[config.mk]
export PLATFORM = sky130hd
export DESIGN_NAME = block_lock_ctrl
export DESIGN_NICKNAME = d
export VERILOG_FILES = /design/src/rtl/rx66_pkg.sv /design/src/rtl/hdr_err_window.sv /design/src/rtl/block_lock_ctrl.sv
export SDC_FILE = /design/constraint.sdc
export NUM_CORES = 1
export LEC_CHECK = 0
export CAP_MARGIN = 15
export CORE_AREA = 2 2 54 107
export DETAILED_ROUTE_END_ITERATION = 7
export DIE_AREA = 0 0 56 109
export DONT_BUFFER_PORTS = 1
export PLACE_DENSITY = 0.78
export SETUP_SLACK_MARGIN = 0.02
export SLEW_MARGIN = 15
export SYNTH_ARGS = -nofsm -noshare
export SYNTH_HDL_FRONTEND = slang
export SYNTH_SLANG_ARGS = --single-unit
[constraint.sdc]
create_clock -name clk_i -period 3.1 [get_ports clk_i]
set_clock_uncertainty 0.1 [all_clocks]
set_input_delay 0.31 -clock clk_i [delete_from_list [all_inputs] [get_ports clk_i]]
set_output_delay 0.31 -clock clk_i [all_outputs]
set_load 0.005 [all_outputs]
[src/rtl/rx66_pkg.sv]
// Shared types and constants for the 66b receive path.
//   lock_state_t : block-lock FSM state encoding (matches state_o)
//   c_*          : sync header codes and highest legal header offset
//   hdr_valid()  : 1 when a 2-bit sync header is a legal data/control header
package rx66_pkg;

  typedef enum logic [1:0] {
    StIdle   = 2'd0,
    StHunt   = 2'd1,
    StVerify = 2'd2,
    StLocked = 2'd3
  } lock_state_t;

  localparam logic [1:0] c_DATA_HEADER = 2'b01;
  localparam logic [1:0] c_CMD_HEADER  = 2'b10;
  localparam logic [6:0] c_MAX_OFFSET  = 7'd65;

  function automatic logic hdr_valid(input logic [1:0] hdr);
    return (hdr == c_DATA_HEADER) || (hdr == c_CMD_HEADER);
  endfunction

endpackage

[src/rtl/hdr_err_window.sv]
// Windowed bad-header counter used while block lock is held.
//   clk_i, rst_i    : clock, synchronous active-high reset
//   clr_i           : holds both counters at zero
//   hdr_dv_i        : one header sampled this cycle
//   bad_i           : the sampled header is invalid
//   bad_max_hit_o   : this sample is the BAD_MAX-th bad header of the window
module hdr_err_window
  import rx66_pkg::*;
#(
  parameter int unsigned WIN_LEN = 64,
  parameter int unsigned BAD_MAX = 16
) (
  input  logic clk_i,
  input  logic rst_i,
  input  logic clr_i,
  input  logic hdr_dv_i,
  input  logic bad_i,
  output logic bad_max_hit_o
);

  localparam logic [7:0] WinLen = 8'(WIN_LEN);
  localparam logic [7:0] BadMax = 8'(BAD_MAX);

  logic [7:0] win_cnt_q, win_cnt_d;
  logic [7:0] bad_cnt_q, bad_cnt_d;
  logic [7:0] win_inc, bad_inc;

  always_comb begin
    win_inc       = win_cnt_q + 8'd1;
    bad_inc       = bad_cnt_q + {7'd0, bad_i};
    bad_max_hit_o = hdr_dv_i && bad_i && (bad_inc == BadMax);
    win_cnt_d     = win_cnt_q;
    bad_cnt_d     = bad_cnt_q;
    if (clr_i) begin
      win_cnt_d = 8'd0;
      bad_cnt_d = 8'd0;
    end else if (hdr_dv_i) begin
      // A threshold hit takes priority over the window end; either way restart.
      if (bad_max_hit_o || (win_inc == WinLen)) begin
        win_cnt_d = 8'd0;
        bad_cnt_d = 8'd0;
      end else begin
        win_cnt_d = win_inc;
        bad_cnt_d = bad_inc;
      end
    end
  end

  always_ff @(posedge clk_i) begin
    if (rst_i) begin
      win_cnt_q <= 8'd0;
      bad_cnt_q <= 8'd0;
    end else begin
      win_cnt_q <= win_cnt_d;
      bad_cnt_q <= bad_cnt_d;
    end
  end

endmodule

[src/rtl/block_lock_ctrl.sv]
// Block-lock controller for the 66b receive path. Commits a stable seeker
// candidate offset, verifies sync headers at it, then monitors lock.
//   clk_i, rst_i     : clock, synchronous active-high reset
//   enable_i         : 0 forces IDLE
//   cand_offset_i    : seeker candidate (legal 0..65), cand_dv_i strobe
//   hdr_i, hdr_dv_i  : sync header at offset_o and its strobe
//   offset_o         : committed offset, offset_ld_o pulses on commit
//   seeker_rst_o     : restart pulse to the seeker
//   lock_o, state_o  : lock status and FSM state
//   lock_loss_cnt_o  : saturating count of lock losses
module block_lock_ctrl
  import rx66_pkg::*;
#(
  parameter int unsigned STABLE_CNT = 8,
  parameter int unsigned LOCK_CNT   = 32,
  parameter int unsigned WIN_LEN    = 64,
  parameter int unsigned BAD_MAX    = 16
) (
  input  logic       clk_i,
  input  logic       rst_i,
  input  logic       enable_i,
  input  logic [6:0] cand_offset_i,
  input  logic       cand_dv_i,
  input  logic [1:0] hdr_i,
  input  logic       hdr_dv_i,
  output logic [6:0] offset_o,
  output logic       offset_ld_o,
  output logic       seeker_rst_o,
  output logic       lock_o,
  output logic [1:0] state_o,
  output logic [7:0] lock_loss_cnt_o
);

  localparam logic [7:0] StableCnt = 8'(STABLE_CNT);
  localparam logic [7:0] LockCnt   = 8'(LOCK_CNT);

  lock_state_t state_q;
  logic [6:0]  offset_q, cand_q;
  logic        offset_ld_q, seeker_rst_q, lock_q;
  logic [7:0]  loss_cnt_q, stab_cnt_q, good_cnt_q;

  logic [7:0]  stab_nxt, good_inc;
  logic        hdr_ok, win_clr, bad_max_hit;

  assign hdr_ok   = hdr_valid(hdr_i);
  assign good_inc = good_cnt_q + 8'd1;

  // Out-of-range candidates zero stability; a repeat of the last sample extends it.
  always_comb begin
    if (cand_offset_i > c_MAX_OFFSET) begin
      stab_nxt = 8'd0;
    end else if (cand_offset_i == cand_q) begin
      stab_nxt = stab_cnt_q + 8'd1;
    end else begin
      stab_nxt = 8'd1;
    end
  end

  // Window counters only run while locked; any other state keeps them clear.
  assign win_clr = (state_q != StLocked) || !enable_i;

  hdr_err_window #(
    .WIN_LEN (WIN_LEN),
    .BAD_MAX (BAD_MAX)
  ) u_hdr_err_window (
    .clk_i         (clk_i),
    .rst_i         (rst_i),
    .clr_i         (win_clr),
    .hdr_dv_i      (hdr_dv_i),
    .bad_i         (!hdr_ok),
    .bad_max_hit_o (bad_max_hit)
  );

  always_ff @(posedge clk_i) begin
    if (rst_i) begin
      state_q      <= StIdle;
      offset_q     <= 7'd0;
      cand_q       <= 7'd0;
      offset_ld_q  <= 1'b0;
      seeker_rst_q <= 1'b0;
      lock_q       <= 1'b0;
      loss_cnt_q   <= 8'd0;
      stab_cnt_q   <= 8'd0;
      good_cnt_q   <= 8'd0;
    end else begin
      offset_ld_q  <= 1'b0;
      seeker_rst_q <= 1'b0;
      if (!enable_i) begin
        state_q    <= StIdle;
        lock_q     <= 1'b0;
        stab_cnt_q <= 8'd0;
        good_cnt_q <= 8'd0;
      end else begin
        unique case (state_q)
          StIdle: begin
            state_q      <= StHunt;
            seeker_rst_q <= 1'b1;
            stab_cnt_q   <= 8'd0;
            good_cnt_q   <= 8'd0;
          end
          StHunt: begin
            if (cand_dv_i) begin
              cand_q     <= cand_offset_i;
              stab_cnt_q <= stab_nxt;
              if (stab_nxt == StableCnt) begin
                offset_q    <= cand_offset_i;
                offset_ld_q <= 1'b1;
                state_q     <= StVerify;
                stab_cnt_q  <= 8'd0;
                good_cnt_q  <= 8'd0;
              end
            end
          end
          StVerify: begin
            if (hdr_dv_i) begin
              if (hdr_ok) begin
                good_cnt_q <= good_inc;
                if (good_inc == LockCnt) begin
                  state_q    <= StLocked;
                  lock_q     <= 1'b1;
                  good_cnt_q <= 8'd0;
                end
              end else begin
                state_q      <= StHunt;
                seeker_rst_q <= 1'b1;
                stab_cnt_q   <= 8'd0;
                good_cnt_q   <= 8'd0;
              end
            end
          end
          StLocked: begin
            if (bad_max_hit) begin
              state_q      <= StHunt;
              lock_q       <= 1'b0;
              seeker_rst_q <= 1'b1;
              stab_cnt_q   <= 8'd0;
              if (loss_cnt_q != 8'hFF) loss_cnt_q <= loss_cnt_q + 8'd1;
            end
          end
        endcase
      end
    end
  end

  assign offset_o        = offset_q;
  assign offset_ld_o     = offset_ld_q;
  assign seeker_rst_o    = seeker_rst_q;
  assign lock_o          = lock_q;
  assign state_o         = state_q;
  assign lock_loss_cnt_o = loss_cnt_q;

endmodule

# Yosys cells after proc, flatten, opt, wreduce, memory -nomap -nowiden
# Index checks and enable logic that the tools add are counted.
# word_totals
reg_bits	59
input_bits	14
elab_cells	93
# op_classes
add_sub_neg	5
n_lt_le_gt_ge	1
n_eq_ne	20
n_mux	33
n_bitwise	3
n_reduce_logical	20
# ops
op	n
$mux 8	14
$add 8x1->8 const B	4
$pmux 8 s4	1
$pmux 8 s3	1
$ne 2x2->1 const B	8
$reduce_and 4->1	4
$mux 2	6
$reduce_and 5->1	2
$add 8x1->8	1
$eq 8x4->1 const B	1
$eq 8x5->1 const B	1
$eq 8x6->1 const B	1
$eq 8x7->1 const B	1
$mux 1	8
$ne 8x8->1 const B	1
$pmux 2 s4	1
$eq 7x7->1	1
$gt 7x7->1 const B	1
$eq 2x2->1 const B	3
$eq 2x1->1 const B	2
$reduce_or 2->1	2
$reduce_or 4->1	1
$logic_or 1x1->1	3
$ne 3x3->1 const B	1
9 further kinds	13

# Depth between registers and ports, before layout
# Gate-level depths: netlist of the first run.
# depth
word_depth	8
mapped_depth	13
depth_no_buf	11

# Hierarchy
# From an unflattened synthesis of the first run, not the netlist that was laid out.
# unflattened
hier_cells	402
area_unflattened_um2	3440.8
# by_module_without_submodules
module	instances	cells_each	area_per_inst_um2	seq_area_each_um2
block_lock_ctrl	1	279	2421.1	860.8
hdr_err_window	1	123	1019.7	320.3

# Least setup slack after synthesis of the first run
# OpenSTA, ideal clock, no wires.
# synth_timing
path_kind	input to register
start	in hdr_i[1]
end	reg stab_cnt_q[2]
t_arrival_ps	2633
slack_ps	250
cell_stages	12
n_path_buf	1
path_cell_list	xor2_1 > inv_1 > ha_1 > ha_1 > and3_1 > nand2_1 > mux2i_1 > o211ai_1 > buf_6 > a211oi_2 > o21ai_0 > a32o_1
# synth_between
elab_chain_len	8
word_cells_on_any_way	11
cone_classes	add/sub (1); eq/ne (5); reduce/logical (5)
# synth_lines
element	line_no	rtl
start: declaration	block_lock_ctrl.sv:24	input logic [1:0] hdr_i,
$eq 2x1->1 or $eq 2x2->1 (tied branches)	rx66_pkg.sv:19	return (hdr == c_DATA_HEADER) || (hdr == c_CMD_HEADER);
$logic_or 1x1->1 *	rx66_pkg.sv:19	
$logic_not 1->1	block_lock_ctrl.sv:70	.bad_i (!hdr_ok),
$add 8x1->8	hdr_err_window.sv:30	bad_inc = bad_cnt_q + {7'd0, bad_i};
$eq 8x5->1	hdr_err_window.sv:31	bad_max_hit_o = hdr_dv_i && bad_i && (bad_inc == BadMax);
$logic_and 1x1->1	hdr_err_window.sv:31	
$ne 2x2->1 (no line)	n/a	
$reduce_and 4->1 (no line) *	n/a	
end signal: assignment	block_lock_ctrl.sv:104	stab_cnt_q <= stab_nxt;
end: declaration	block_lock_ctrl.sv:40	logic [7:0] loss_cnt_q, stab_cnt_q, good_cnt_q;
# Every way passes the cells marked *; elsewhere a longest branch is shown, timed or not.
# A chain may end at the register's enable or synchronous reset.

# Worst setup path after layout of the first run
# layout_timing
start	reg stab_cnt_q[0]
end	reg offset_q[5] (netlist: offset_o[5])
# layout_between
elab_chain_len	5
# layout_lines
element	line_no	rtl
$add 8x1->8	block_lock_ctrl.sv:53	stab_nxt = stab_cnt_q + 8'd1;
$mux 8	block_lock_ctrl.sv:52	end else if (cand_offset_i == cand_q) begin
$mux 8	block_lock_ctrl.sv:50	if (cand_offset_i > c_MAX_OFFSET) begin
$eq 8x4->1	block_lock_ctrl.sv:105	if (stab_nxt == StableCnt) begin
$reduce_and 4->1 (no line)	n/a	
end signal: assignment	block_lock_ctrl.sv:106	offset_q <= cand_offset_i;
end: declaration	block_lock_ctrl.sv:38	logic [6:0] offset_q, cand_q;
# Every way passes these cells.

==> results of run 1 <==
[through the flow]
step	area, µm²	hold WS [ns]	cells
detailed placement	3280	0.283	450
global route	3560	0.00417	475
CTS	3560	0.00256	475
finish	3560	0.00725	475
global placement	3280	0.281	450
floorplan	3250	0.346	400
[metal layers]
layer  vias to the layer above  part of all wire [%]  GRT usage, %
li1                       1466                     -             -
met1                      1441                    41          29.7
met2                        93                    49          41.0
met3                        17                   7.5          9.25
met4                         0                   2.2          13.6
met5                         -                     0             0
[state kept, by name (all words and copies together), names as in the netlist, 2 cells and up]
| register | count |
|---|---|
| offset_o | 7 |
| u_hdr_err_window.bad_cnt_q | 8 |
| good_cnt_q | 8 |
| lock_loss_cnt_o | 8 |
| state_o | 2 |
| cand_q | 7 |
| u_hdr_err_window.win_cnt_q | 8 |
| stab_cnt_q | 8 |
[power breakdown]
group | switching [W] | internal [W] | total (W)
Sequential | 0.00000457 | 0.000762 | 0.000766
Combinational | 0.0000469 | 0.0000361 | 0.0000830
Clock | 0.000322 | 0.000370 | 0.000692
[worst min-delay path by stage]
stage	from	to	slack (ns)	cells after the start
2_1_floorplan	cand_offset_i[0]	cand_q[0]	0.35	2
5_1_grt	cand_offset_i[2]	offset_o[2]	0.004	2
3_3_place_gp	rst_i	lock_loss_cnt_o[3]	0.28	1
4_1_cts	cand_offset_i[4]	offset_o[4]	0.003	2
6_report	cand_offset_i[4]	offset_o[4]	0.007	2
3_5_place_dp	rst_i	offset_o[3]	0.28	1
[final cells by class]
type | instances | area, µm²
repair buffers | 17 | 150
flip-flops and latches | 59 | 1180
multi-input cells | 311 | 1910
clock inverters | 6 | 66.3
fillers | 442 | 1770
clock buffers | 10 | 128
inverters | 12 | 45.0
well taps | 60 | 75.1
[cell families after synthesis]
| family | count (synthesis) | synth area share (%) |
|---|---|---|
| AOI/OAI and AO/OA | 99 | 20.5 |
| xor gates and xnor gates | 24 | 6.48 |
| adders and majority gates | 11 | 4.24 |
| buffers and inverters | 30 | 4.63 |
| DFF | 59 | 36.4 |
| muxes | 4 | 1.23 |
| and+or+nand+nor | 173 | 26.5 |
[Yosys cell counts (all sizes together), types with 4 or more instances]
master	number	area, µm²
a211oi	4	40.0
a21o	6	45.0
a21oi	32	160
a22o	9	78.8
a31oi	4	25.0
a32o	7	70.1
and2	5	31.3
and3	8	50.1
buf	5	50.0
clkbuf	12	46.3
dfxtp	59	1180
ha	11	138
inv	12	45.0
mux2i	4	40.0
nand2	52	195
nand2b	4	25.0
nand3	27	135
nand4	10	62.6
nor2	31	116
nor3	10	50.1
nor3b	4	30.0
nor4	5	31.3
o21ai	25	129
xnor2	16	140
xor2	8	70.1
==> results.json, run 1 <==
{
  "outcome": "completed",
  "async_reset_ff_share_pct": 0,
  "finalCritPeriodShare_pct": 91.6,
  "dieArea_um2": 6100,
  "fin_util_pct": 66.8,
  "overflow": 0,
  "cp_num_cells": 8,
  "clk_latency_ns": 0.35,
  "crit_type": "flip-flop to flip-flop",
  "rsz0062_at_grt": "no",
  "mostFrequentLayoutCells": "dfxtp_1, nand2_1, a21oi_1",
  "final_common_cell": "dfxtp_1",
  "total_power_w": 0.00154,
  "max_slew.worst_pin.slew_ns": 0.789,
  "maxCapViolations": 0,
  "pwr_density_cell_nw_per_um2": 433,
  "r2r-end": "offset_o[5]",
  "n_antenna_cell": 0,
  "ys.flop_type": "dfxtp_1",
  "slew-limit-headroom_pct": 47.2,
  "r2r-start": "stab_cnt_q[0]",
  "critPathMaxFanout": 10,
  "finalWorstSetupSlack_ns": 0.261,
  "htree_levels": 3,
  "synth_edf_count": 0,
  "hold_viol": 0,
  "viasPerCell": 6.35,
  "max_stage_delay_ns": 0.58,
  "power.leakage_nw": 1.30,
  "cts_buffer_depth": 2,
  "pre_cts_ws_ns": 0.105,
  "design.portCount": 34,
  "setup_viol": 0,
  "cts_buffers": 9,
  "crit_required_ns": 3.30,
  "crit_arrival_ns": 3.03,
  "grt_pass1_wl_um": 12400,
  "ys_warn_count": 0,
  "drcViolationCount": 0,
  "r2r_cells": 8,
  "slew_viol_final": 0,
  "crit_family": "simple AND/OR/NAND/NOR gates",
  "initial_utilization_pct": 60.9,
  "post-route-min-period_ns": 2.84,
  "cts.clk_slew.worst_paths_ns": 0.07,
  "crit_slowest_cell": "dlygate4sd3_1",
  "synth_area_um2": 3250,
  "worst-path-buf-inv": 1,
  "end_kind": "flip-flop",
  "startpoint": "stab_cnt_q[0]",
  "gr-usage-all-layers_pct": 25.6,
  "drtIter0Drc": 203,
  "gp_congestion": 0.838,
  "rrSetupSlack_ns": 0.26,
  "drive_gt1_share_pct": 7.23,
  "ys_seq_elements": 59,
  "post-cts-setup-buffers": 0,
  "firstDrtPassIters": 7,
  "tns_ns": 0,
  "ant_nets": 0,
  "syn-instance-count": 400,
  "synthesis.nets": 425,
  "crit_end": "offset_o[5]",
  "worst_path_most_repeated_cell": "nand3_1",
  "synth_area_per_cell_um2": 8.11,
  "rows": 38,
  "hold_buffers": 9,
  "grt_pass1_vias": 2799,
  "final_net_count": 435,
  "hp-class": "input port to flip-flop",
  "die_width_um": 56,
  "antenna_found_initial": 0,
  "start_kind": "flip-flop",
  "area_growth_pct": 9.68,
  "core_um2": 5330,
  "die_height_um": 109,
  "ir_drop_uv": 475,
  "cts_resized": 0,
  "max_freq_mhz": 352,
  "clock-root-buffer": "clkbuf_8",
  "cts_sinks": 59,
  "vias": 3017,
  "io_buffers": 0,
  "dp_hpwl_um": 4990,
  "drt-wirelength-per-cell_um": 15.7,
  "synth.distinct_cells": 50,
  "grt_max_degree": 24,
  "synth-seq-area-share_pct": 36.4,
  "cts_tree": "done",
  "routed_wl_um": 7480,
  "cp_cell_sequence": "ha_1 > nand3_1 > xor2_1 > o2111a_1 > and3_1 > nand3_1 > a21oi_1 > dlygate4sd3_1"
}
Power figures use the tool's default switching activity.
==> run 2, diff against run 1 <==
CORE_AREA = 2 2 67 133   (was 2 2 54 107)
DIE_AREA = 0 0 69 135   (was 0 0 56 109)
PLACE_DENSITY = 0.54   (was 0.78)
==> run 2 against run 1 <==
  * Count of clock-buffer cells in the layout is 1 higher
  * Global-route usage shrank 8.1 points
  * Sequential share of layout area down 0.90 points
  * Wire length grew 7.0%
  * Total power grew 15%
  * Sequential power hardly changed
  * Combinational power down 11%
  * Die area increased by 53%
  * Core utilization decreased by 22 points
  * Final cell count up 7.6%
  * First-iteration DRC count is 17% lower
  * Critical path type unchanged
==> results.json, run 2 (synthesis gave the netlist of run 1 again) <==
{
  "overflow": 0,
  "rows": 47,
  "p_switching_w": 0.000396,
  "cts_buffers": 9,
  "dp_hpwl_um": 5980,
  "drt-wirelength-per-cell_um": 15.7,
  "maxCapViolations": 0,
  "crit_arrival_ns": 2.89,
  "max_slew.worst_pin.slew_ns": 0.827,
  "drcViolationCount": 0,
  "p_sw_share_pct": 22.5,
  "max_freq_mhz": 364,
  "pwr_density_cell_nw_per_um2": 483,
  "start_kind": "flip-flop",
  "fin_util_pct": 44.4,
  "hp-class": "input port to flip-flop",
  "drive_gt1_share_pct": 8.96,
  "vias": 2871,
  "worst_path_most_repeated_cell": "ha_1",
  "final_net_count": 433,
  "gr-usage-all-layers_pct": 17.5,
  "gp_congestion": 0.747,
  "min_path_cells": 2,
  "io_buffers": 0,
  "grt_pass1_wl_um": 13100,
  "seqCellArea_um2": 1180,
  "wl_met2_um": 4410,
  "comb_power_share_pct": 4.2,
  "die_width_um": 69,
  "final_common_cell": "dfxtp_1",
  "r2r_cells": 10,
  "cts.clk_slew.worst_paths_ns": 0.05,
  "crit_slowest_cell": "a2111oi_4",
  "grt_pass1_vias": 2731,
  "die_height_um": 135,
  "routed_wl_um": 8000,
  "antenna_found_initial": 0,
  "slew-limit-headroom_pct": 44.7,
  "intPower_w": 0.00137,
  "power.leakage_nw": 1.34,
  "end_kind": "flip-flop",
  "tns_ns": 0,
  "cts_sinks": 59,
  "cts_buffer_depth": 2,
  "pre_cts_ws_ns": 0.0252,
  "critPathMaxFanout": 5,
  "htree_levels": 3,
  "n_antenna_cell": 0,
  "clkPwrFrac_pct": 52.3,
  "mostFrequentLayoutCells": "dfxtp_1, nand2_1, a21oi_1",
  "dieArea_um2": 9320,
  "area_growth_pct": 12.7,
  "p_seq_share_pct": 43.5,
  "met1Wirelength_um": 3110,
  "clk_latency_ns": 0.33,
  "cp_cell_sequence": "ha_1 > ha_1 > and3_1 > xnor2_1 > nor3_1 > o211ai_1 > buf_4 > a2111oi_4 > nand4b_1 > a21oi_1",
  "clock-root-buffer": "clkbuf_16",
  "setup_viol": 0,
  "crit_required_ns": 3.25,
  "worst-path-buf-inv": 1,
  "outcome": "completed",
  "finalCritPeriodShare_pct": 88.5,
  "hold_buffers": 1,
  "core_um2": 8230,
  "rrSetupSlack_ns": 0.36,
  "rsz0062_at_grt": "no",
  "hold_viol": 0,
  "finalWorstSetupSlack_ns": 0.356,
  "top_layer_used": "met4",
  "drtIter0Drc": 169,
  "nFillCells": 839,
  "wl_met3_um": 322,
  "crit_type": "flip-flop to flip-flop",
  "cts_resized": 0,
  "whs_endpoint": "cand_q[4]",
  "viasPerCell": 5.62,
  "max_stage_delay_ns": 0.47,
  "grt_max_degree": 24,
  "slew_viol_final": 0,
  "ant_nets": 0,
  "cts_tree": "done",
  "multiInputGateArea_um2": 1910,
  "ir_drop_uv": 278,
  "initial_utilization_pct": 39.4,
  "post-route-min-period_ns": 2.74,
  "design.portCount": 34,
  "r2r-start": "u_hdr_err_window.bad_cnt_q[0]",
  "crit_family": "compound AO/OA/AOI/OAI gates",
  "hp-start": "cand_offset_i[4]",
  "firstDrtPassIters": 6,
  "r2r-end": "stab_cnt_q[5]",
  "post-cts-setup-buffers": 0
}
-- run 2: metrics by stage --
step	hold slack, ns	instances	area [µm²]	total power, W
final	0.0121	511	3660	0.00177
after CTS	0.00445	511	3660	0.00179
after detailed placement	0.288	494	3370	0.000852
after global placement	0.285	494	3370	0.000852
after floorplan	0.346	400	3250	0.000840
after global routing	0.00439	511	3660	0.00183
-- run 2: area by class of cell --
| class | instances | area share [%] |
|---|---|---|
| multi-input cells | 311 | 52.3 |
| flip-flops and latches | 59 | 32.3 |
| clock buffers | 11 | 6.91 |
| well taps | 98 | 3.35 |
| repair buffers | 15 | 3.15 |
| inverters | 12 | 1.23 |
| clock inverters | 5 | 0.752 |
-- run 2: how the worst max path moves through the flow --
stage / from / end / slack, ns / cells past startpoint
floorplan: hdr_i[1] / stab_cnt_q[2] / 0.25 / 12
global placement: hdr_i[1] / stab_cnt_q[5] / 0.06 / 12
detailed placement: hdr_i[1] / stab_cnt_q[5] / 0.03 / 12
CTS: u_hdr_err_window.bad_cnt_q[0] / stab_cnt_q[5] / 0.33 / 10
global route: hdr_i[1] / stab_cnt_q[5] / 0.17 / 12
finish: u_hdr_err_window.bad_cnt_q[0] / stab_cnt_q[5] / 0.36 / 10
-- run 2: layer usage --
layer / vias up / track usage [%]
met2: 54 / 33.2
met1: 1342 / 17.6
li1: 1462 / -
met3: 13 / 4.78
met4: 0 / 7.41
met5: - / 0
-- run 2: worst reg2reg max path, cell delays in order (launching register included) --
cell and delay, ns:
dfxtp_1 0.31, ha_1 0.21, ha_1 0.22, and3_1 0.22, xnor2_1 0.14, nor3_1 0.24
o211ai_1 0.23, buf_4 0.22, a2111oi_4 0.48, nand4b_1 0.14, a21oi_1 0.15
-- run 2: power groups by stage --
stage          combinational (W)  clock [W]  sequential [W]
2_1_floorplan          0.0000573          0        0.000782
3_3_place_gp           0.0000686          0        0.000783
3_5_place_dp           0.0000688          0        0.000783
4_1_cts                0.0000746   0.000945        0.000767
5_1_grt                0.0000825   0.000981        0.000767
6_report               0.0000740   0.000924        0.000768
==> run 3, diff against run 2 <==
ABC_AREA = 1   (was not set)
CORE_AREA = 2 2 69 136   (was 2 2 67 133)
DIE_AREA = 0 0 71 138   (was 0 0 69 135)
==> run 3 against run 2 <==
  * Synthesized cell count increased by 26%
  * Final cell count increased by 21%
  * Non-clock buffer count decreased by 10
  * Clock power increased by 14%
  * Final area increased by 4.8%
  * Critical endpoint is now good_cnt_q[1]
  * Highest routed layer unchanged
==> results.json, run 3 <==
{
  "dieArea_um2": 9800,
  "finalCritPeriodShare_pct": 80.1,
  "cts_tree": "done",
  "mostFrequentLayoutCells": "nand2_1, nor2_1, dfxtp_1",
  "worst_path_most_repeated_cell": "nor2_1",
  "cts_resized": 0,
  "dp_hpwl_um": 6260,
  "pwr_density_cell_nw_per_um2": 525,
  "synth_top_family_by_area": "simple AND/OR/NAND/NOR gates",
  "vias": 3179,
  "grt_pass1_wl_um": 13700,
  "ys.flop_type": "dfxtp_1",
  "die_width_um": 71,
  "slew-limit-headroom_pct": 51.8,
  "start_kind": "flip-flop",
  "crit_slowest_cell": "nor2_1",
  "rows": 49,
  "yosys.area_share.simple_pct": 34.9,
  "maxCapViolations": 0,
  "end_kind": "flip-flop",
  "max_stage_delay_ns": 0.57,
  "drive_gt1_share_pct": 10.7,
  "area_growth_pct": 12.2,
  "routed_wl_um": 8220,
  "gr-usage-all-layers_pct": 17.5,
  "yosys.area.top_type": "dfxtp_1",
  "overflow": 0,
  "synth_fa_ha_area_share_pct": 4.03,
  "die_height_um": 138,
  "gp_congestion": 0.996,
  "muxShareOfSynthArea_pct": 0,
  "clk_latency_ns": 0.33,
  "comb_power_share_pct": 8.3,
  "tns_ns": 0,
  "n_antenna_cell": 0,
  "slew_viol_final": 0,
  "crit_required_ns": 3.22,
  "intPower_w": 0.00153,
  "p_seq_share_pct": 39.5,
  "drt-wirelength-per-cell_um": 13.3,
  "power.leakage_nw": 1.52,
  "cp_cell_sequence": "inv_1 > ha_1 > inv_1 > o21ai_0 > nor2_1 > nand2_1 > nor2_1 > nor2_1",
  "synth_area_leaders": "dfxtp_1, nand2_1, nor2_1, inv_1, nand3_1",
  "p_switching_w": 0.000478,
  "fin_util_pct": 43.1,
  "cts_sinks": 59,
  "syn-instance-count": 503,
  "outcome": "completed",
  "async_reset_ff_share_pct": 0,
  "crit_type": "flip-flop to flip-flop",
  "cts.clk_slew.worst_paths_ns": 0.06,
  "viasPerCell": 5.16,
  "rsz0062_at_grt": "no",
  "post-cts-setup-buffers": 0,
  "drcViolationCount": 0,
  "finalWorstSetupSlack_ns": 0.618,
  "synth_area_per_cell_um2": 6.79,
  "hold_viol": 0,
  "synth_xor_area_share_pct": 4.87,
  "post-route-min-period_ns": 2.48,
  "antenna_found_initial": 0,
  "hold_slack_ns": 0.0265,
  "core_um2": 8890,
  "synthesis.nets": 528,
  "clkPwrFrac_pct": 52.2,
  "drtIter0Drc": 173,
  "htree_levels": 3,
  "max_freq_mhz": 403,
  "final_common_cell": "nand2_1",
  "synth_area_um2": 3420,
  "setup_viol": 0,
  "critPathMaxFanout": 11,
  "synth-seq-area-share_pct": 34.6,
  "ys_warn_count": 0,
  "ir_drop_uv": 290,
  "clock-root-buffer": "clkbuf_16",
  "ys_seq_elements": 59,
  "cts_buffers": 9,
  "synth_edf_count": 0,
  "design.portCount": 34,
  "final_net_count": 534,
  "synthMostInstantiatedCell": "nand2_1",
  "grt_pass1_vias": 3063,
  "initial_utilization_pct": 38.4,
  "synth-compound-area-share_pct": 12.9,
  "crit_arrival_ns": 2.60,
  "yosys.area.top_type_share_pct": 34.6,
  "cts_buffer_depth": 2,
  "io_buffers": 0,
  "hp-class": "input port to flip-flop",
  "ant_nets": 0,
  "pre_cts_ws_ns": 0.553,
  "synth.distinct_cells": 34,
  "grt_max_degree": 20,
  "p_sw_share_pct": 23.8,
  "synth_common_cells": "nand2_1, nor2_1, dfxtp_1, inv_1, nand3_1",
  "max_slew.worst_pin.slew_ns": 0.720,
  "firstDrtPassIters": 4
}
[run 3: cell count changes after synthesis, moves of 9 or more]
cell / before / now
nand2_1: 52 / 122
inv_1: 12 / 56
nor2_1: 31 / 67
a22o_1: 9 / 0
clkbuf_1: 11 / 2
nand3_1: 27 / 36
nand3_2: 0 / 9
[run 3: worst max-delay path: cells and delay by family (launching register included)]
| kind | cells | cell delay (ns) |
|---|---|---|
| AND/OR/NAND/NOR | 4 | 1.08 |
| AO/OA/AOI/OAI | 1 | 0.12 |
| buffers and inverters | 2 | 0.28 |
| adder cells (fa/ha/maj) | 1 | 0.30 |
| flip-flops | 1 | 0.51 |
[run 3: cell families (layout without fill, tap and decap cells)]
| logic type | after synthesis | count (layout) |
|---|---|---|
| XOR/XNOR | 19 | 19 |
| AND/OR/NAND/NOR | 265 | 265 |
| flip-flops | 59 | 59 |
| adder cells (fa/ha/maj) | 11 | 11 |
| buffers and inverters | 73 | 84 |
| AO/OA/AOI/OAI | 76 | 76 |
[run 3: repair_timing]
action,4_1_cts,5_1_grt
endpoints found under the hold margin,6,0
hold buffers,2,0
setup endpoints to repair,0,0
[run 3: per-layer routing]
metal | vias up | GRT usage (%) | wire, µm
li1 | 1630 | - | -
met1 | 1467 | 16.4 | 3080
met2 | 67 | 34.0 | 4580
met3 | 15 | 5.03 | 332
met4 | 0 | 7.05 | 221
met5 | - | 0 | 0
[run 3: path summary, 6_finish.rpt]
kind	startpoint	to	slack, ns	cells after the start
max reg2reg	state_o[1]	good_cnt_q[1]	0.62	8
min	hdr_dv_i	u_hdr_err_window.win_cnt_q[4]	0.03	2
min reg2reg	cand_q[0]	cand_q[0]	0.36	2
max	state_o[1]	good_cnt_q[1]	0.62	8
[run 3: power groups by stage]
stage,Sequential (W),Clock [W],Combinational (W)
floorplan,0.000805,0,0.000140
global placement,0.000809,0,0.000162
global route,0.000796,0.00111,0.000193
CTS,0.000794,0.00107,0.000169
detailed placement,0.000810,0,0.000165
finish,0.000794,0.00105,0.000167
[run 3: layout make-up]
class                      count  area (µm²)
timing repair buffer           5        42.5
inverter                      63         236
fill                         931        5060
clock inverter                 5        77.6
tap                          102         128
multi-input combinational    371        1940
sequential                    59        1180
clock buffer                  11         233
[run 3: metrics by stage]
step                power, W  instances  area [µm²]
floorplan           0.000944        503        3420
global placement    0.000972        598        3500
detailed placement  0.000976        598        3500
CTS                  0.00203        616        3830
global route         0.00210        616        3830
finish               0.00201        616        3830
